===== src/rtl/pipeline_ctrl.sv =====
// ============================================================================
// Module      : pipeline_ctrl
// Description : Sequencing and hazard controller for the 5-stage MIPS
//               pipeline (run/step/halt, load-use stall, branch flush, drain).
// Revision    : 1.0 - initial release
// ============================================================================
`default_nettype none

module pipeline_ctrl #(
    parameter int REG_ADDR_W   = 5,
    parameter int DRAIN_CYCLES = 3,
    parameter int CNT_W        = 32
) (
    input  logic                  clk,
    input  logic                  rst,
    input  logic                  i_run,
    input  logic                  i_step,
    input  logic                  i_id_halt,
    input  logic                  i_branch_taken,
    input  logic                  i_idex_mem_read,
    input  logic [REG_ADDR_W-1:0] i_idex_rt,
    input  logic [REG_ADDR_W-1:0] i_ifid_rs,
    input  logic [REG_ADDR_W-1:0] i_ifid_rt,
    output logic                  o_pipe_en,
    output logic                  o_pc_we,
    output logic                  o_ifid_we,
    output logic                  o_ifid_flush,
    output logic                  o_idex_bubble,
    output logic [2:0]            o_state,
    output logic                  o_halted,
    output logic [CNT_W-1:0]      o_cycle_cnt,
    output logic [CNT_W-1:0]      o_stall_cnt
);

    localparam logic [2:0] c_idle   = 3'd0;
    localparam logic [2:0] c_run    = 3'd1;
    localparam logic [2:0] c_step   = 3'd2;
    localparam logic [2:0] c_drain  = 3'd3;
    localparam logic [2:0] c_halted = 3'd4;

    localparam int c_drain_w = (DRAIN_CYCLES > 1) ? $clog2(DRAIN_CYCLES + 1) : 1;
    localparam logic [c_drain_w-1:0] c_drain_load = c_drain_w'(DRAIN_CYCLES);
    localparam logic [c_drain_w-1:0] c_drain_one  = c_drain_w'(1);
    localparam logic [CNT_W-1:0]     c_cnt_one    = CNT_W'(1);

    logic [2:0]           r_state;
    logic [2:0]           w_state_nxt;
    logic [c_drain_w-1:0] r_drain_cnt;
    logic [c_drain_w-1:0] w_drain_nxt;
    logic [CNT_W-1:0]     r_cycle_cnt;
    logic [CNT_W-1:0]     r_stall_cnt;
    logic                 w_load_use;
    logic                 w_stall;
    logic                 w_pipe_en;
    logic                 w_pc_we;
    logic                 w_ifid_we;
    logic                 w_ifid_flush;
    logic                 w_idex_bubble;

    // r0 is hardwired to zero, so a load into it never creates a hazard
    assign w_load_use = i_idex_mem_read && (i_idex_rt != '0) &&
                        ((i_idex_rt == i_ifid_rs) || (i_idex_rt == i_ifid_rt));

    always_ff @(posedge clk or posedge rst) begin
        if (rst) begin
            r_state     <= c_idle;
            r_drain_cnt <= '0;
            r_cycle_cnt <= '0;
            r_stall_cnt <= '0;
        end else begin
            r_state     <= w_state_nxt;
            r_drain_cnt <= w_drain_nxt;
            if (w_pipe_en) r_cycle_cnt <= r_cycle_cnt + c_cnt_one;
            if (w_stall)   r_stall_cnt <= r_stall_cnt + c_cnt_one;
        end
    end

    always_comb begin
        w_state_nxt   = r_state;
        w_drain_nxt   = r_drain_cnt;
        w_stall       = 1'b0;
        w_pipe_en     = 1'b0;
        w_pc_we       = 1'b0;
        w_ifid_we     = 1'b0;
        w_ifid_flush  = 1'b0;
        w_idex_bubble = 1'b0;

        case (r_state)
            c_idle: begin
                if (i_run)       w_state_nxt = c_run;
                else if (i_step) w_state_nxt = c_step;
            end

            c_run, c_step: begin
                if ((r_state == c_step) || !i_run) w_state_nxt = c_idle;
                // RUN with i_run low is the inactive exit cycle
                if ((r_state == c_step) || i_run) begin
                    w_pipe_en = 1'b1;
                    if (w_load_use) begin
                        w_idex_bubble = 1'b1;
                        w_stall       = 1'b1;
                    end else if (i_id_halt) begin
                        w_ifid_flush = 1'b1;
                        w_state_nxt  = c_drain;
                        w_drain_nxt  = c_drain_load;
                    end else if (i_branch_taken) begin
                        w_pc_we      = 1'b1;
                        w_ifid_flush = 1'b1;
                    end else begin
                        w_pc_we   = 1'b1;
                        w_ifid_we = 1'b1;
                    end
                end
            end

            c_drain: begin
                w_pipe_en     = 1'b1;
                w_idex_bubble = 1'b1;
                w_drain_nxt   = r_drain_cnt - c_drain_one;
                if (r_drain_cnt == c_drain_one) w_state_nxt = c_halted;
            end

            c_halted: begin
                w_state_nxt = c_halted;
            end

            default: begin
                w_state_nxt = c_idle;
                w_drain_nxt = '0;
            end
        endcase
    end

    assign o_pipe_en     = w_pipe_en;
    assign o_pc_we       = w_pc_we;
    assign o_ifid_we     = w_ifid_we;
    assign o_ifid_flush  = w_ifid_flush;
    assign o_idex_bubble = w_idex_bubble;
    assign o_state       = r_state;
    assign o_halted      = (r_state == c_halted);
    assign o_cycle_cnt   = r_cycle_cnt;
    assign o_stall_cnt   = r_stall_cnt;

endmodule

`default_nettype wire


===== config.mk =====
export PLATFORM = sky130hd
export DESIGN_NAME = pipeline_ctrl
export DESIGN_NICKNAME = d
export VERILOG_FILES = /design/src/rtl/pipeline_ctrl.sv
export SDC_FILE = /design/constraint.sdc
export NUM_CORES = 1
export LEC_CHECK = 0
export BUFFER_PORTS_ARGS = -buffer_cell sky130_fd_sc_hd__buf_2
export CORE_MARGIN = 2
export CORE_UTILIZATION = 50
export CTS_CLUSTER_DIAMETER = 80
export DETAILED_ROUTE_END_ITERATION = 6
export GPL_TIMING_DRIVEN = 0
export MAX_ROUTING_LAYER = met4
export PLACE_DENSITY = 0.77
export SLEW_MARGIN = 10
export SYNTH_ARGS = -nofsm -noshare
export SYNTH_HDL_FRONTEND = slang
export SYNTH_SLANG_ARGS = --single-unit

===== constraint.sdc =====
create_clock -name clk -period 3.7 [get_ports clk]
set_clock_uncertainty 0.2 [all_clocks]
set_input_delay 0.37 -clock clk [delete_from_list [all_inputs] [get_ports clk]]
set_output_delay 0.37 -clock clk [all_outputs]
set_load 0.05 [all_outputs]

Word-level counts from Yosys, hierarchy flattened
Index checks and enable logic that the tools add are counted.

cells by class
  add/sub/neg operators = 3
  multipliers = 0
  divide/modulo/power cells = 0
  magnitude comparators = 0
  equal/unequal tests = 12
  shifts and indexed selects = 0
  muxes and demuxes = 32
  bitwise gates (word level) = 1
  reduce and logical (&&, ||, !) cells = 12

operator list
  kind                     count
  $add A32 B1 Y32 const B  2
  $mux W3                  7
  $mux W1                  18
  $pmux W3 S4              1
  $eq A5 B5 Y1             2
  $ne A2 B2 Y1 const B     4
  $eq A3 B2 Y1 const B     2
  $mux W2                  3
  $pmux W2 S3              1
  $reduce_bool A5 Y1       1
  $pmux W1 S2              2
  $reduce_and A4 Y1        1
  $reduce_or A2 Y1         2
  $eq A3 B1 Y1 const B     1
  $eq A3 B3 Y1 const B     1
  $logic_not A3 Y1         1
  $logic_or A1 B1 Y1       3
  $ne A3 B3 Y1 const B     1
  $eq A2 B1 Y1 const B     1
  $logic_and A1 B1 Y1      2
  $reduce_and A2 Y1        1
  $sub A2 B1 Y2 const B    1
  $logic_not A1 Y1         1
  $not A1 Y1               1

word-level totals
  flip-flop bits (word level) = 69
  bits in latches = 0
  bits in writable memories = 0
  bits in read-only memories = 0
  bits of input ports = 22
  output and inout port bits = 73
  word-level logic and storage cells = 64
  memories = 0

Longest topological paths before layout
Gate-level depths: netlist (run 1).

  depth after elaboration = 7
  depth in mapped cells = 8

Worst setup path after synthesis (run 1)
No wires, ideal clock.

  path type = input to output
  start point = input i_idex_rt[1]
  end point = output o_ifid_we
  data arrival time = 2.403 ns
  setup slack = 0.727 ns
  stages = 5
  path buffers = 0
  path through = or4_1 > o21a_1 > nand2b_1 > nand2_1 > nor3_1

between the ends
  longest elaborated chain between the ends = 6
  elaborated cells between the ends (all ways) = 9
  those cells by class = 2 x eq/ne; 3 x mux; 4 x reduce/logical

RTL lines
  item                                                       line    source
  start, declared                                            21      input logic [REG_ADDR_W-1:0] i_idex_rt,
  $eq A5 B5 Y1 or $reduce_bool A5 Y1 (tied branches)         62, 61
  $logic_or A1 B1 Y1 or $logic_and A1 B1 Y1 (tied branches)  62, 61
  $logic_and A1 B1 Y1 *                                      61      assign w_load_use = i_idex_mem_read && (i_idex_rt != '0) &&
  $mux W1 *                                                  99      if (w_load_use) begin
  $mux W1 *                                                  97      if ((r_state == c_step) || i_run) begin
  $mux W1 *                                                  88      case (r_state)
  end, declared                                              26      output logic o_ifid_we,

Mark *: on every way between the ends. The rest lies on a longest branch, timed or not.

Worst setup path after layout (run 1)
Ends and elaborated chain as after synthesis.

==> flow_metrics.py, run 1 <==
metrics = {
    "grt": {
        "grt_start_max_net_pins": 36,
        "grt_pass1_wl_mm": 11.9,
        "gr-usage-all-layers_pct": 20.8,
        "first_global_vias": 2681,
        "antenna_found_initial": 0,
        "grt_overflow": 0,
    },
    "drt": {
        "ant_nets": 0,
        "wl_mm": 7.15,
        "drc": 0,
        "vias": 2712,
        "drtPass1Iterations": 4,
        "drt_iter0_drc": 86,
        "wl_per_cell_um": 13.9,
        "via_per_inst": 5.27,
    },
    "floorplanning": {
        "io_pins": 95,
        "chipWidth_um": 86.5,
        "die_y_um": 86.5,
        "die_area_um2": 7480,
        "row_count": 30,
        "start_util_pct": 50.9,
        "core_um2": 6680,
    },
    "cts": {
        "cts-root-buf": "clkbuf_8",
        "ctsResizeCount": 0,
        "clk_latency_ps": 340,
        "cts_tree": "done",
        "clkTransAtPathRegs_ps": 70,
        "cts_buffers": 9,
        "clock_path_buffers": 2,
        "htree_levels": 3,
        "cts.sinks": 69,
    },
    "synthesis": {
        "synth.top_cell.area_share_pct": 50.8,
        "seq_area_frac_synth_pct": 50.8,
        "yosysWarnings": 0,
        "netlist_area_um2": 3400,
        "ys_ff_latch": 69,
        "synth_cells": 325,
        "syn-num-nets": 350,
        "synth_area_leaders": "dfrtp_1 51%, xnor2_1 13%, xor2_1 5.2%, nand3_1 4.1%, nand2_1 3.3%",
        "synth_area_per_cell_um2": 10.5,
        "synth_top_cell_by_area": "dfrtp_1",
        "ys_types": 40,
    },
    "sta": {
        "rsz0062_at_grt": "no",
        "final_hold_viol_count": 0,
        "finalCritPeriodShare_pct": 70.6,
        "relSlewSlack_pct": 60.3,
        "min_period_ps": 2610,
        "drv_slew": 0,
        "max_freq_mhz": 383,
        "fin_tns_setup_ps": 0,
        "tightest_slew_ps": 591,
        "finalSetupViolations": 0,
        "fin_hold_ws_ps": 144,
        "setup_slack_ps": 1090,
    },
    "placement": {
        "dpl_cell_area_um2": 3990,
        "place.gp.congestion": 0.895,
        "pre_cts_ws_ps": 1080,
        "io_buffers": 93,
        "dp_hpwl_mm": 5.20,
        "placedCellCount": 499,
    },
    "worst_setup_path": {
        "critical_path.top_delay_family": "simple AND/OR/NAND/NOR gates",
        "crit_type": "in2out",
        "critPathMaxFanout": 6,
        "critPathLaunchType": "input port",
        "critPathCaptureType": "output pin",
        "cp_data_required_time_ps": 3130,
        "critPathMostFrequentCell": "buf_2",
        "critPathMaxStageDelay_ps": 520,
        "cpMaxStageDelayCell": "or4_1",
        "crit_path_cell_trace": "buf_2 > or4_1 > o21a_1 > nand2b_1 > nand2_1 > nor3_1 > buf_2",
        "cp_num_buf_inv": 2,
        "arrival_ps": 2040,
    },
    "final_layout": {
        "num_antenna_cells": 0,
        "post-route-util_pct": 63.4,
        "synthToLayoutAreaGrowth_pct": 24.5,
        "layoutNonFillerInstCount": 515,
        "nNetsFinal": 456,
        "drive_above_1_share_pct": 29.9,
        "fillCellCount": 579,
        "final_area_um2": 4240,
    },
    "power": {
        "p_per_area_nw_per_um2": 568,
        "peakVddDrop_uv": 481,
        "total_power_mw": 2.40,
        "power.leakage_nw": 2.13,
    },
    "hold_path": {
        "min-delay-path-class": "in2reg",
    },
    "job": {
        "cap_violations": 0,
    },
    "outcome": {
        "status": "complete, no violations",
    },
}
path summary, 6_finish.rpt:
kind | startpoint | end | slack, ps | cells past startpoint
worst min register to register | o_cycle_cnt[31] | o_cycle_cnt[31] | 270 | 1
worst max-delay path | i_idex_rt[1] | o_ifid_we | 1090 | 7
min in group asynchronous | rst | o_cycle_cnt[15] | 390 | 3
worst min-delay path | i_run | o_state[0] | 140 | 3
worst max register to register | o_cycle_cnt[3] | o_cycle_cnt[26] | 1410 | 6
max in group asynchronous | rst | o_stall_cnt[10] | 2370 | 4
routing by layer:
layer  vias to the layer above  track usage (%)  wire length (µm)
met5                         -                -                 0
met4                         0             9.80               110
met3                         8             3.43               275
met2                        75             32.9              3440
met1                      1302             26.2              3320
li1                       1327                -                 -
layout make-up:
type / instances / area, µm² / area share, %
Multi-Input combinational cell: 237 / 1590 / 37.5
Clock buffer: 9 / 124 / 2.92
Timing Repair Buffer: 95 / 495 / 11.7
Tap cell: 80 / 100 / 2.36
Sequential cell: 69 / 1730 / 40.8
Clock inverter: 6 / 113 / 2.66
Buffer: 9 / 48.8 / 1.15
Inverter: 10 / 40.0 / 0.945
power by group:
group / internal [mW] / switching (mW) / leakage, nW
registers: 0.826 / 0.0786 / 0.929
logic: 0.215 / 0.549 / 1.08
clock network: 0.445 / 0.291 / 0.119
total: 1.49 / 0.919 / 2.13
placed cells by master, fill, tap and decap left out, types with 5 or more instances in the layout:
| master | Yosys | layout |
|---|---|---|
| nand4_1 | 16 | 16 |
| and2_1 | 5 | 5 |
| nor2_1 | 22 | 22 |
| and4_1 | 7 | 7 |
| inv_1 | 10 | 9 |
| clkbuf_8 | 0 | 9 |
| xnor2_1 | 52 | 52 |
| and3_1 | 7 | 7 |
| o21ai_0 | 5 | 5 |
| dfrtp_1 | 69 | 69 |
| nand2_1 | 30 | 30 |
| buf_2 | 3 | 96 |
| nand3_1 | 28 | 28 |
| xor2_1 | 20 | 20 |
| nor3_1 | 10 | 10 |
registers in the layout, summed over array words and instances (netlist names):
signal	cells
o_cycle_cnt	32
o_stall_cnt	32
o_state	3
r_drain_cnt	2
timing repair:
action	CTS	global route
buffers inserted	0	0
hold buffers	1	0
setup endpoints to repair	0	0
hold endpoints to repair	34	0
worst min-delay path: cells and delay by family:
kind	cells	cell delay, ps
and+or+nand+nor	2	150
buffers and inverters	1	130
synth_stat cells:
| library cell | count |
|---|---|
| a31o_2 | 1 |
| nand3_1 | 28 |
| o21bai_1 | 1 |
| buf_2 | 3 |
| or4_1 | 1 |
| nand2_1 | 30 |
| xnor2_1 | 52 |
| o21ai_0 | 5 |
| and3_1 | 7 |
| nor2_4 | 1 |
| nand2b_1 | 2 |
| nand4_1 | 16 |
| nor3_1 | 10 |
| nand2b_2 | 1 |
| nor4_4 | 1 |
| ha_1 | 3 |
| nand4_2 | 2 |
| a22oi_1 | 2 |
| nor2_1 | 22 |
| and2_2 | 1 |
| dfrtp_1 | 69 |
| and2_1 | 5 |
| inv_1 | 10 |
| clkbuf_2 | 3 |
| nand3b_1 | 2 |
| a31oi_1 | 2 |
| a21oi_1 | 4 |
| and4_1 | 7 |
| a32oi_1 | 1 |
| clkbuf_1 | 2 |
| o32ai_1 | 1 |
| o21a_1 | 1 |
| buf_6 | 1 |
| xor2_1 | 20 |
| mux2_2 | 2 |
| nor3_2 | 2 |
| or3b_4 | 1 |
| nor2b_1 | 1 |
| a21oi_2 | 1 |
| or3_1 | 1 |
logic make-up after synthesis:
| family | after synthesis | share of synthesized area (%) |
|---|---|---|
| and+or+nand+nor | 141 | 22.8 |
| adders and majority gates | 3 | 1.10 |
| muxes | 2 | 0.662 |
| DFF | 69 | 50.8 |
| xor gates and xnor gates | 72 | 18.5 |
| AOI/OAI and AO/OA | 19 | 3.61 |
| buffers and inverters | 19 | 2.54 |
(Power assumes the default switching activity.)
==> run 2: changes to the inputs <==
CORE_UTILIZATION = 47   (was 50)
PLACE_DENSITY = 0.76   (was 0.77)
clock period = 2.2 ns   (was 3.7 ns; I/O delays follow)
==> run 2 against run 1 <==
  * Non-clock buffer count is 6 higher
  * Global-route usage down 0.25 points
  * Worst hold slack got worse by 95 ps
  * Utilization down 1.3 points
  * Sequential share of layout area is 1.4 points lower
  * Largest cell class unchanged
==> flow_metrics.py, run 2 (synthesized netlist as in run 1, its figures left out) <==
metrics = {
    "grt": {
        "gr-usage-all-layers_pct": 20.6,
        "grt_pass1_wl_mm": 12.3,
        "grt_start_max_net_pins": 47,
        "antenna_found_initial": 0,
        "first_global_vias": 2670,
        "grt_overflow": 0,
    },
    "placement": {
        "dp_hpwl_mm": 5.39,
        "io_buffers": 93,
        "place.gp.congestion": 0.798,
    },
    "sta": {
        "drv_slew": 0,
        "relSlewSlack_pct": 71.5,
        "tightest_slew_ps": 426,
        "finalCritPeriodShare_pct": 96.7,
        "finalSetupViolations": 0,
        "min_period_ps": 2130,
        "fin_tns_setup_ps": 0,
        "fin_hold_ws_ps": 48.7,
        "max_freq_mhz": 470,
        "final_hold_viol_count": 0,
    },
    "drt": {
        "wl_met2_mm": 3.62,
        "wl_mm": 7.59,
        "drtPass1Iterations": 4,
        "via_per_inst": 5.23,
        "met1_length_mm": 3.44,
        "drt_iter0_drc": 109,
        "routed.top_layer": "met4",
        "wl_per_cell_um": 14.0,
        "ant_nets": 0,
        "drc": 0,
        "met3_length_um": 433,
        "vias": 2828,
    },
    "final_layout": {
        "num_antenna_cells": 0,
        "drive_above_1_share_pct": 37.6,
        "synthToLayoutAreaGrowth_pct": 30.2,
        "layout_commonest_cell": "buf_2",
        "nNetsFinal": 462,
        "post-route-util_pct": 62.0,
        "final_cell_mix": "90 x buf_2, 55 x dfrtp_1, 52 x xnor2_1",
        "fillCellCount": 626,
    },
    "cts": {
        "cts_tree": "done",
        "clock_path_buffers": 2,
        "clkTransAtPathRegs_ps": 80,
        "htree_levels": 3,
        "cts-root-buf": "clkbuf_8",
        "cts_buffers": 9,
        "cts.sinks": 69,
        "clk_latency_ps": 340,
    },
    "power": {
        "p_per_area_nw_per_um2": 940,
        "power.leakage_nw": 2.18,
        "peakVddDrop_uv": 697,
    },
    "worst_setup_path": {
        "worstRegToRegCells": 8,
        "r2r-start": "o_state[1]",
        "critPathMaxStageDelay_ps": 460,
        "cp_data_required_time_ps": 2230,
        "crit_type": "reg2reg",
        "critPathCaptureType": "flop",
        "crit_start": "o_state[1]",
        "arrival_ps": 2160,
        "r2r-end": "o_stall_cnt[25]",
        "cp-endpoint": "o_stall_cnt[25]",
        "cp_num_buf_inv": 2,
        "cpMaxStageDelayCell": "dfrtp_2",
        "critPathMaxFanout": 5,
        "cp.depth": 8,
        "critPathLaunchType": "flop",
        "rrSetupSlack_ps": 70,
        "crit_path_cell_trace": "nand3b_1 > a21oi_4 > buf_6 > and4_1 > and4_4 > buf_4 > nand4_2 > xnor2_1",
        "critical_path.top_delay_family": "simple AND/OR/NAND/NOR gates",
    },
    "floorplanning": {
        "core_um2": 7140,
        "die_y_um": 89.1,
        "row_count": 31,
        "chipWidth_um": 89.1,
        "die_area_um2": 7930,
        "start_util_pct": 47.7,
        "io_pins": 95,
    },
    "hold_path": {
        "min-delay-path-class": "in2reg",
    },
    "outcome": {
        "status": "complete, no violations",
    },
    "job": {
        "cap_violations": 0,
    },
}
[run 2: area by class of cell]
class,count,area [µm²],share of cell area [%]
Buffer,9,65.1,1.47
Sequential cell,69,1740,39.4
Clock buffer,11,151,3.42
Clock inverter,5,81.3,1.84
Timing Repair Buffer,101,571,12.9
Inverter,10,40.0,0.904
Multi-Input combinational cell,237,1650,37.3
Tap cell,99,124,2.80
[run 2: routing by layer]
| metal | track usage (%) | vias to the layer above |
|---|---|---|
| li1 | - | 1342 |
| met1 | 25.8 | 1395 |
| met2 | 32.8 | 82 |
| met3 | 5.26 | 9 |
| met4 | 6.51 | 0 |
| met5 | - | - |
[run 2: worst reg2reg max path, delay by kind of cell, from the launching register on]
kind	cells	cell delay, ps
and+or+nand+nor	4	780
DFF	1	460
buffers and inverters	2	260
AOI/OAI and AO/OA	1	190
xor gates and xnor gates	1	140
[run 2: worst min path at each step]
stage          depth (start not counted)         endpoint  slack (ps)       startpoint
5_1_grt                                2   r_drain_cnt[1]          70        i_id_halt
3_5_place_dp                           2  o_cycle_cnt[18]          20              rst
6_report                               5       o_state[1]          50           i_step
3_3_place_gp                           1  o_cycle_cnt[31]         250  o_cycle_cnt[31]
4_1_cts                                5       o_state[1]          40           i_step
2_1_floorplan                          2       o_state[0]         180            i_run
[run 2: power by group]
part           switching [mW]  internal, mW
Combinational           0.958         0.455
Clock                   0.502         0.702
Sequential              0.143          1.40
Total                    1.60          2.56
[run 2: through the flow]
stage | instance area [µm²] | setup slack, ps | instances | power, mW
after floorplan | 3440 | -173 | 325 | 2.57
after global placement | 4030 | -1010 | 517 | 2.84
after detailed placement | 4060 | -125 | 518 | 2.88
after CTS | 4360 | 17.4 | 539 | 4.13
after global routing | 4430 | -0.334 | 541 | 4.38
final | 4430 | 71.9 | 541 | 4.16
[run 2: what timing repair did]
| item | 4_1_cts | 5_1_grt |
|---|---|---|
| gates resized for setup | 6 | 23 |
| setup endpoints to repair | 5 | 31 |
| hold buffers | 2 | 0 |
| buffers inserted | 3 | 1 |
| cloned | 0 | 1 |
| endpoints found under the hold margin | 70 | 0 |
| pin swaps | 2 | 3 |
==> run 3: changes to the inputs <==
ABC_AREA = 1   (was default)
CORE_UTILIZATION = 50   (was 47)
PLACE_DENSITY = 0.78   (was 0.76)
==> run 3 against run 2 <==
  * Non-clock buffer count is the same
  * Total power shrank 43%
  * Sequential share of layout area shrank 6.4 points
  * Register-to-register slack gained 60 ps
  * Sequential power shrank 18%
  * Die area grew 17%
  * Count of clock-buffer cells in the layout shrank 2
  * Critical path type is now reg2out
  * Critical endpoint is now o_idex_bubble
==> flow_metrics.py, run 3 <==
metrics = {
    "floorplanning": {
        "core_um2": 8220,
        "die_y_um": 96.3,
        "io_pins": 95,
        "row_count": 33,
        "start_util_pct": 51.8,
        "die_area_um2": 9270,
        "chipWidth_um": 96.3,
    },
    "power": {
        "p_per_area_nw_per_um2": 455,
        "peakVddDrop_uv": 293,
        "power.leakage_nw": 2.65,
        "total_power_mw": 2.38,
    },
    "outcome": {
        "status": "complete, no violations",
    },
    "synthesis": {
        "synth_area_per_cell_um2": 7.40,
        "yosysWarnings": 0,
        "ys_types": 28,
        "ys_ff_latch": 69,
        "synth_cells": 575,
        "synth.top_cell.area_share_pct": 40.6,
        "synth_most_common_cell": "nand2_1",
        "synth_top_cell_by_area": "dfrtp_1",
        "synth_area_leaders": "dfrtp_1 41%, nand2_1 15%, xor2_1 8.0%, inv_1 5.9%, nor2_1 5.7%",
        "syn-num-nets": 600,
        "synth_common_cells": "169 x nand2_1, 69 x dfrtp_1, 67 x inv_1",
        "synth_edf_count": 0,
        "async_flop_share_pct": 100,
        "synth_ff_type": "dfrtp_1",
        "netlist_area_um2": 4260,
        "seq_area_frac_synth_pct": 40.6,
    },
    "worst_setup_path": {
        "critPathCaptureType": "output pin",
        "cp_data_required_time_ps": 1780,
        "critPathLaunchType": "flop",
        "critPathMaxStageDelay_ps": 430,
        "critPathMaxFanout": 10,
        "crit_path_cell_trace": "inv_2 > nand3_4 > nand2_4 > nand2_4 > nor2_4 > inv_1 > buf_6 > nand2_2 > buf_8",
        "worstRegToRegCells": 6,
        "critPathMostFrequentCell": "nand2_4",
        "cpMaxStageDelayCell": "dfrtp_2",
        "crit_type": "reg2out",
        "arrival_ps": 1690,
    },
    "sta": {
        "tightest_slew_ps": 408,
        "relSlewSlack_pct": 72.6,
        "drv_slew": 0,
        "max_freq_mhz": 474,
        "final_hold_viol_count": 0,
        "finalSetupViolations": 0,
        "min_period_ps": 2110,
        "finalCritPeriodShare_pct": 95.9,
        "fin_tns_setup_ps": 0,
    },
    "placement": {
        "io_buffers": 94,
        "dpl_cell_area_um2": 4910,
        "dp_hpwl_mm": 8.35,
        "place.gp.congestion": 0.932,
    },
    "cts": {
        "clock_path_buffers": 2,
        "clk_latency_ps": 340,
        "cts_tree": "done",
        "clkTransAtPathRegs_ps": 80,
        "cts.sinks": 69,
        "cts_buffers": 9,
        "htree_levels": 3,
        "cts-root-buf": "clkbuf_8",
    },
    "final_layout": {
        "layout_commonest_cell": "nand2_1",
        "synthToLayoutAreaGrowth_pct": 23.0,
        "nNetsFinal": 714,
        "post-route-util_pct": 63.7,
        "num_antenna_cells": 0,
        "final_area_um2": 5230,
        "final_cell_mix": "167 x nand2_1, 93 x buf_2, 67 x dfrtp_1",
        "drive_above_1_share_pct": 23.1,
    },
    "drt": {
        "via_per_inst": 5.17,
        "drc": 0,
        "wl_per_cell_um": 13.7,
        "drt_iter0_drc": 210,
        "wl_mm": 10.9,
        "drtPass1Iterations": 5,
        "ant_nets": 0,
        "vias": 4125,
    },
    "job": {
        "cap_violations": 0,
    },
    "grt": {
        "antenna_found_initial": 0,
        "grt_pass1_wl_mm": 18.2,
        "first_global_vias": 3939,
        "grt_overflow": 0,
        "grt_start_max_net_pins": 52,
        "gr-usage-all-layers_pct": 25.9,
    },
    "hold_path": {
        "min-delay-path-class": "in2async",
    },
}
==> run 3: cell types whose count changed after synthesis, moves of 6 or more <==
| cell | change |
|---|---|
| nor2_1 | +43 |
| and4_1 | -7 |
| xnor2_1 | -32 |
| xor2_1 | +19 |
| inv_2 | +7 |
| nor3_1 | +21 |
| inv_1 | +57 |
| and3_1 | -7 |
| nand2_2 | +6 |
| o21ai_0 | +16 |
| nand2_1 | +139 |
==> run 3: per-stage QoR <==
step	hold slack, ps	cells	setup slack [ps]
detailed placement	-14.6	775	-54.6
finish	158	798	89.5
global route	183	798	-14.5
global placement	273	774	-997
CTS	105	793	-56.2
floorplan	153	575	-196
==> run 3: timing repair <==
item / in CTS / in global routing
gates resized for setup: 7 / 12
endpoints found under the setup margin: 3 / 5
pin swaps: 0 / 3
buffers inserted: 0 / 5
hold buffers: 3 / 0
hold endpoints to repair: 71 / 0
==> run 3: critical path: cells and delay by family (launching register included) <==
kind / cells / cell delay, ps
buffers and inverters: 4 / 440
DFF: 1 / 430
and+or+nand+nor: 5 / 480
==> run 3: final timing paths <==
path | start | slack [ps] | end
max | o_state[0] | 90 | o_idex_bubble
min | rst | 160 | o_stall_cnt[31]
max reg2reg | o_stall_cnt[0] | 130 | o_stall_cnt[16]
min reg2reg | r_drain_cnt[1] | 300 | r_drain_cnt[1]
max in group asynchronous | rst | 1090 | o_state[0]
min in group clk | i_run | 160 | o_state[1]
==> run 3: final cells by class <==
| type | instances | area (µm²) |
|---|---|---|
| Inverter | 74 | 280 |
| Tap cell | 105 | 131 |
| Buffer | 7 | 51.3 |
| Timing Repair Buffer | 103 | 584 |
| Clock inverter | 6 | 65.1 |
| Multi-Input combinational cell | 425 | 2270 |
| Fill cell | 760 | 2980 |
| Sequential cell | 69 | 1730 |
| Clock buffer | 9 | 124 |
==> run 3: cell families (layout without fill, tap and decap cells) <==
logic type	Yosys count	after routing	share of synthesized area, %
xor gates and xnor gates	59	59	12.1
AOI/OAI and AO/OA	25	25	3.00
DFF	69	69	40.6
buffers and inverters	81	199	7.56
and+or+nand+nor	338	338	35.8
adders and majority gates	3	3	0.882
==> run 3: layer usage <==
layer | global-route usage [%] | up-vias | routed length [µm]
met5 | - | - | 0
met4 | 10.5 | 0 | 207
met3 | 4.23 | 20 | 532
met2 | 41.6 | 109 | 5280
met1 | 32.7 | 1957 | 4900
li1 | - | 2039 | -
==> run 3: power by group <==
| group | leakage, nW | switching, mW | internal [mW] |
|---|---|---|---|
| clock | 0.0950 | 0.498 | 0.517 |
| sequential | 0.804 | 0 | 1.27 |
| combinational | 1.75 | 0.0614 | 0.0372 |
